File: src/rtl/instruction_fetch_sequencer.sv
// Fetch sequencer: owns the PC, issues ROM words to execute over valid/ready,
// resolves JMP locally and stalls on BLE until execute reports the outcome.
module instruction_fetch_sequencer #(
  parameter logic [7:0]  OPC_JMP  = 8'd7,
  parameter logic [7:0]  OPC_BLE  = 8'd5,
  parameter logic [15:0] RESET_PC = 16'd0
) (
  input  logic        Clock,
  input  logic        Reset,
  output logic [15:0] oAddress,
  input  logic [27:0] iInstruction,
  output logic [27:0] oInstruction,
  output logic        oValid,
  input  logic        iReady,
  input  logic        iBranchValid,
  input  logic        iBranchTaken,
  input  logic        iHalt,
  output logic        oBranchPending,
  output logic [15:0] oIssueCount
);

  typedef enum logic {
    FETCH,
    WAIT_BR
  } state_t;

  state_t      state, state_n;
  logic [15:0] pc, pc_n;
  logic [15:0] br_target, br_target_n;
  logic [15:0] br_fall, br_fall_n;
  logic [15:0] cnt;
  logic [27:0] ir, ir_n;
  logic        valid, valid_n;

  logic [7:0]  opcode;
  logic [15:0] target;
  logic        slot_free;
  logic        handshake;
  logic        is_jmp;
  logic        is_ble;

  assign opcode    = iInstruction[27:20];
  assign target    = {8'd0, iInstruction[23:16]};
  assign slot_free = !valid || iReady;
  assign handshake = valid && iReady;
  assign is_jmp    = (opcode == OPC_JMP);
  assign is_ble    = (opcode == OPC_BLE);

  always_ff @(posedge Clock or posedge Reset) begin
    if (Reset) begin
      state     <= FETCH;
      pc        <= RESET_PC;
      ir        <= 28'd0;
      valid     <= 1'b0;
      br_target <= 16'd0;
      br_fall   <= 16'd0;
      cnt       <= 16'd0;
    end else begin
      state     <= state_n;
      pc        <= pc_n;
      ir        <= ir_n;
      valid     <= valid_n;
      br_target <= br_target_n;
      br_fall   <= br_fall_n;
      cnt       <= cnt + {15'd0, handshake};
    end
  end

  always_comb begin
    state_n     = state;
    pc_n        = pc;
    ir_n        = ir;
    valid_n     = valid;
    br_target_n = br_target;
    br_fall_n   = br_fall;
    unique case (state)
      FETCH: begin
        if (slot_free && !iHalt) begin
          unique case (1'b1)
            is_jmp: begin
              // JMP is swallowed here and never reaches execute
              pc_n = target;
              if (iReady) valid_n = 1'b0;
            end
            is_ble: begin
              ir_n        = iInstruction;
              valid_n     = 1'b1;
              br_target_n = target;
              br_fall_n   = pc + 16'd1;
              state_n     = WAIT_BR;
            end
            default: begin
              ir_n    = iInstruction;
              valid_n = 1'b1;
              pc_n    = pc + 16'd1;
            end
          endcase
        end else if (handshake) begin
          valid_n = 1'b0;
        end
      end
      WAIT_BR: begin
        if (handshake) valid_n = 1'b0;
        // outcome only counts once the BLE itself has left the IR
        if (!valid && iBranchValid) begin
          pc_n    = iBranchTaken ? br_target : br_fall;
          state_n = FETCH;
        end
      end
    endcase
  end

  assign oAddress       = pc;
  assign oInstruction   = ir;
  assign oValid         = valid;
  assign oBranchPending = (state == WAIT_BR);
  assign oIssueCount    = cnt;

endmodule

File: config.mk
export PLATFORM = sky130hd
export DESIGN_NAME = instruction_fetch_sequencer
export DESIGN_NICKNAME = d
export VERILOG_FILES = /design/src/rtl/instruction_fetch_sequencer.sv
export SDC_FILE = /design/constraint.sdc
export NUM_CORES = 1
export LEC_CHECK = 0
export BUFFER_PORTS_ARGS = -buffer_cell sky130_fd_sc_hd__buf_2
export CORE_MARGIN = 4
export CORE_UTILIZATION = 55
export CTS_CLUSTER_DIAMETER = 120
export DETAILED_ROUTE_END_ITERATION = 8
export GPL_TIMING_DRIVEN = 0
export PLACE_DENSITY = 0.91
export SYNTH_ARGS = -nofsm -noshare
export SYNTH_HDL_FRONTEND = slang
export SYNTH_SLANG_ARGS = --single-unit
File: constraint.sdc
create_clock -name Clock -period 3.77 [get_ports Clock]
set_input_delay 0.377 -clock Clock [delete_from_list [all_inputs] [get_ports Clock]]
set_output_delay 0.377 -clock Clock [all_outputs]
set_load 0.02 [all_outputs]
======== Yosys cells after proc, flatten, opt, wreduce, memory -nomap -nowiden ========
Index checks and enable logic that the tools add are counted.
storage, ports and cells
  flip-flop bits (word level) ............. 86
  latch bits .............................. 0
  memory bits (writable) .................. 0
  ROM bits ................................ 0
  bits of input ports ..................... 34
  output and inout bits ................... 62
  logic and storage cells ................. 40
  memories ................................ 0
cells by class
  add/sub/neg operators ................... 2
  multipliers ............................. 0
  div/mod/pow operators ................... 0
  $lt $le $gt $ge ......................... 0
  equal/unequal tests ..................... 6
  shift operators ......................... 0
  multiplexer cells ....................... 14
  bitwise logic cells ..................... 2
  reduce and logical (&&, ||, !) cells .... 9
operators with widths
  cell                   number
  $pmux 16 s2            2
  $mux 16                3
  $add 16x1->16          1
  $add 16x1->16 const B  1
  $eq 8x3->1 const B     2
  $reduce_and 3->1       3
  $mux 1                 7
  $ne 2x2->1 const B     2
  $ne 4x4->1 const B     1
  $pmux 1 s2             2
  $logic_and 1x1->1      3
  $logic_not 1->1        2
  $ne 2x1->1 const B     1
  $not 1->1              2
  $logic_or 1x1->1       1

======== Depth between registers and ports, before layout ========
  depth in word-level cells ............... 5
  depth in mapped cells ................... 7
  depth with buffers taken out ............ 7

======== Worst setup path before layout ========
OpenSTA, ideal clock, no wires.
  kind .................................... input port to flip-flop
  start point ............................. input iInstruction[23]
  end point ............................... register ir[0], in the netlist oInstruction[0]
  library setup time ...................... 0.125 ns
  arrival ................................. 1.876 ns
  data required time ...................... 3.645 ns
  setup slack ............................. 1.769 ns
  stages .................................. 6
  cell sequence ........................... or4_4 or2_4 nor2b_4 buf_6 buf_12 mux2_4
on the way
  word-level cells in the longest chain between the ends .. 3
RTL lines
  what                               RTL line  RTL
  start, declared                    11        input logic [27:0] iInstruction,
  $eq 8x3->1                         46        assign is_jmp = (opcode == OPC_JMP);
  $not 1->1 (no source line)         --
  $reduce_and 3->1 (no source line)  --
  end signal, assigned               61        ir <= ir_n;
  end, declared                      32        logic [27:0] ir, ir_n;
Every way passes these cells.
A chain may end at the register's enable or synchronous reset.

======== Worst setup path after layout ========
  start point ............................. register state, in the netlist oBranchPending
  end point ............................... register br_fall[14]
on the way
  word-level cells in the longest chain between the ends .. 2
RTL lines
  what                               RTL line  RTL
  start, declared                    27        state_t state, state_n;
  start signal, assigned             59        state <= state_n;
  $not 1->1 (no source line)         --
  $reduce_and 3->1 (no source line)  --
  end signal, assigned               64        br_fall <= br_fall_n;
  end, declared                      30        logic [15:0] br_fall, br_fall_n;
Every way passes these cells.

==> flow_summary.ini <==
[status]
outcome = finished clean

[synth]
async_flop_share_pct = 100.0
avgSynthCellArea_um2 = 11.05
synth_cell_types = 48
ys.flop_type = dfrtp_1
synthTopCellsByArea = dfrtp_1 (54%), mux2_2 (7.6%), xnor2_1 (4.6%), o21ai_0 (4.5%), nand2_1 (3.1%)
yosysTopAreaCell = dfrtp_1
synth_seq_cells = 86
netlist_area_mm2 = 0.004021
netlist.area_leader.share_pct = 53.52
synth_edf_count = 0
syn_inst = 364
synth_nets = 401
ys.warnings.count = 0
ys_seq_area_share_pct = 53.52

[sta]
max_slew_margin_pct = 53.91
setup_tns_ns = 0
clock.fmax_mhz = 475.1
tightestPinTransition_ns = 0.6914
min_period_ns = 2.105
hold_viol = 0
rsz0062_at_grt = no
period_share_pct = 55.84
finClkSkew_ns = 0.008989
final_max_slew_viol_count = 0
setup_viol = 0

[worst_hold_path]
hold_path.class = primary input to flop
hold_path.startpoint = iInstruction[11]
hold_end = oInstruction[11]
min_path_cells = 2

[die]
die_area_mm2 = 0.008743
core_area_mm2 = 0.006944
die_h_um = 93.51
initial_core_util_pct = 57.91
num_rows = 30
num_io_pins = 96
die_w_um = 93.51

[critical_path]
start_kind = flop
cp.required_ns = 3.98
rr_worst_depth = 7
cp_max_fo = 10
cp.arrival_ns = 2.32
r2r_slack_ns = 1.67
crit_type = flop to flop
reg2reg_from = oBranchPending
r2r_end = br_fall[14]
cp-end-kind = flop

[global_routing]
grt_pass1_wl_mm = 15.46
grt.busiest_layer = met2
grt_max_degree = 63
antenna_found_initial = 0
grt_overflow = 0
grt_pass1_vias = 3200
met2_usage_pct = 36.27
grt_usage_pct = 22.29
use_met1_pct = 29.69
use_met3_pct = 4.666

[layout]
synthToLayoutAreaGrowth_pct = 21.47
final_area_mm2 = 0.004885
nNetsFinal = 508
layout-drive-gt1-share_pct = 33.61
antenna_cells = 0

[routing]
vias_per_cell = 5.598
antenna_left = 0
firstDrtPassIters = 5
vias = 3202
drt_wl_total_mm = 9.231
drc = 0
wire_per_inst_um = 16.14
drt_iter0_drc = 279

[cts]
clkTransAtPathRegs_ns = 0.09
clk_root_buffer_cell = clkbuf_8
htreeDepth = 3
clk_latency_ns = 0.35
clock_sinks = 86
cts_made_buffers = 9
cts_tree = yes
cts_buffer_depth = 2

[place]
placed_cell_area_mm2 = 0.004642
portBuffers = 94
hpwl_mm = 6.550
place.gp.congestion = 0.8765

[pwr]
leakage_nw = 2.281
ir_worst_vdd_v = 0.0003211
cellPowerDensity_mw_per_mm2 = 544.1

[job]
cap_violations = 0
[state kept, by name (all words and copies together) (netlist names)]
signal,flops
oInstruction,28
br_target,8
oValid,1
oAddress,16
oBranchPending,1
br_fall,16
oIssueCount,16
[through the flow]
step	setup WS [ns]	hold slack (ns)	utilization, %	cells	total power, W
floorplan	1.171	0.4344	-	364	0.001675
global placement	0.2641	0.4503	66.41	554	0.001902
detailed placement	1.413	0.3732	66.85	555	0.001937
CTS	1.671	0.2385	70.34	572	0.002671
global route	1.454	0.2395	70.34	572	0.002791
finish	1.665	0.2481	70.34	572	0.002658
[power by group]
group | switching (W) | leakage, nW | internal, W
Sequential | 0.000132 | 1.11 | 0.00106
Clock | 0.000326 | 0.116 | 0.000409
Combinational | 0.000434 | 1.06 | 0.000295
[synthesized netlist by cell type, drive strengths merged, types with 2 or more instances]
library cell / instances
a21oi: 12
a22oi: 4
a32oi: 4
and2: 3
and3: 4
buf: 5
clkbuf: 11
dfrtp: 86
ha: 3
inv: 9
mux2: 35
mux2i: 6
nand2: 33
nand2b: 4
nand3: 14
nand4: 4
nand4b: 2
nor2: 22
nor2b: 3
nor3: 3
nor4: 7
o21ai: 37
o22a: 3
o22ai: 3
o32ai: 2
or2: 4
xnor2: 21
xor2: 7
[cells in the final DEF, fill, tap and decap left out, drive strengths merged, types with 4 or more instances in the layout]
master  netlist  routed
xor2          7       7
nand2b        4       4
nor4          7       7
nand3        14      14
dfrtp        86      86
nor2         22      22
a22oi         4       4
o21ai        37      37
a32oi         4       4
and3          4       4
inv           9       9
mux2         35      35
mux2i         6       6
nand4         4       4
nand2        33      33
a21oi        12      12
xnor2        21      21
buf           5     100
or2           4       4
clkbuf       11      22
[what timing repair did]
item / CTS / global route
hold buffers: 1 / 0
setup buffers: 0 / 0
endpoints found under the hold margin: 24 / 0
resized for setup: 0 / 0
[worst max-delay path, stage by stage (launching register included)]
cell and delay (ns):
dfrtp_1 0.45, or2_2 0.34, nand2b_2 0.24, or2_2 0.31
clkbuf_1 0.12, clkbuf_1 0.28, nand2_1 0.14, o21ai_0 0.09
[area by class of cell]
type	count	area, µm²
multi-input cells	252	1744
clock buffers	11	151.4
well taps	96	120.1
repair buffers	96	508.0
plain buffers	16	87.58
fillers	485	2059
clock inverters	5	81.33
flip-flops and latches	86	2152
inverters	10	40.04
[metal layers]
| layer | routed length, µm | vias up |
|---|---|---|
| met5 | 0 | - |
| li1 | - | 1505 |
| met4 | 131 | 0 |
| met1 | 3891 | 1544 |
| met3 | 655 | 13 |
| met2 | 4553 | 140 |
[kinds of logic after synthesis]
family,after synthesis,share of synthesized area [%]
compound gates,75,11.36
xor+xnor,28,6.098
fa+ha+maj,3,0.9335
buf+inv,26,3.111
flops,86,53.52
mux,41,12.04
simple gates,105,12.94
[how the worst max path moves through the flow]
stage / cells past startpoint / startpoint / end / slack, ns
detailed placement: 6 / iInstruction[23] / oAddress[9] / 1.41
global placement: 2 / Reset / oInstruction[14] / 0.26
CTS: 7 / oBranchPending / br_fall[9] / 1.67
global route: 6 / oAddress[0] / oAddress[14] / 1.45
floorplan: 1 / Reset / br_fall[0] / 1.17
finish: 7 / oBranchPending / br_fall[14] / 1.67
(Power assumes the default switching activity.)
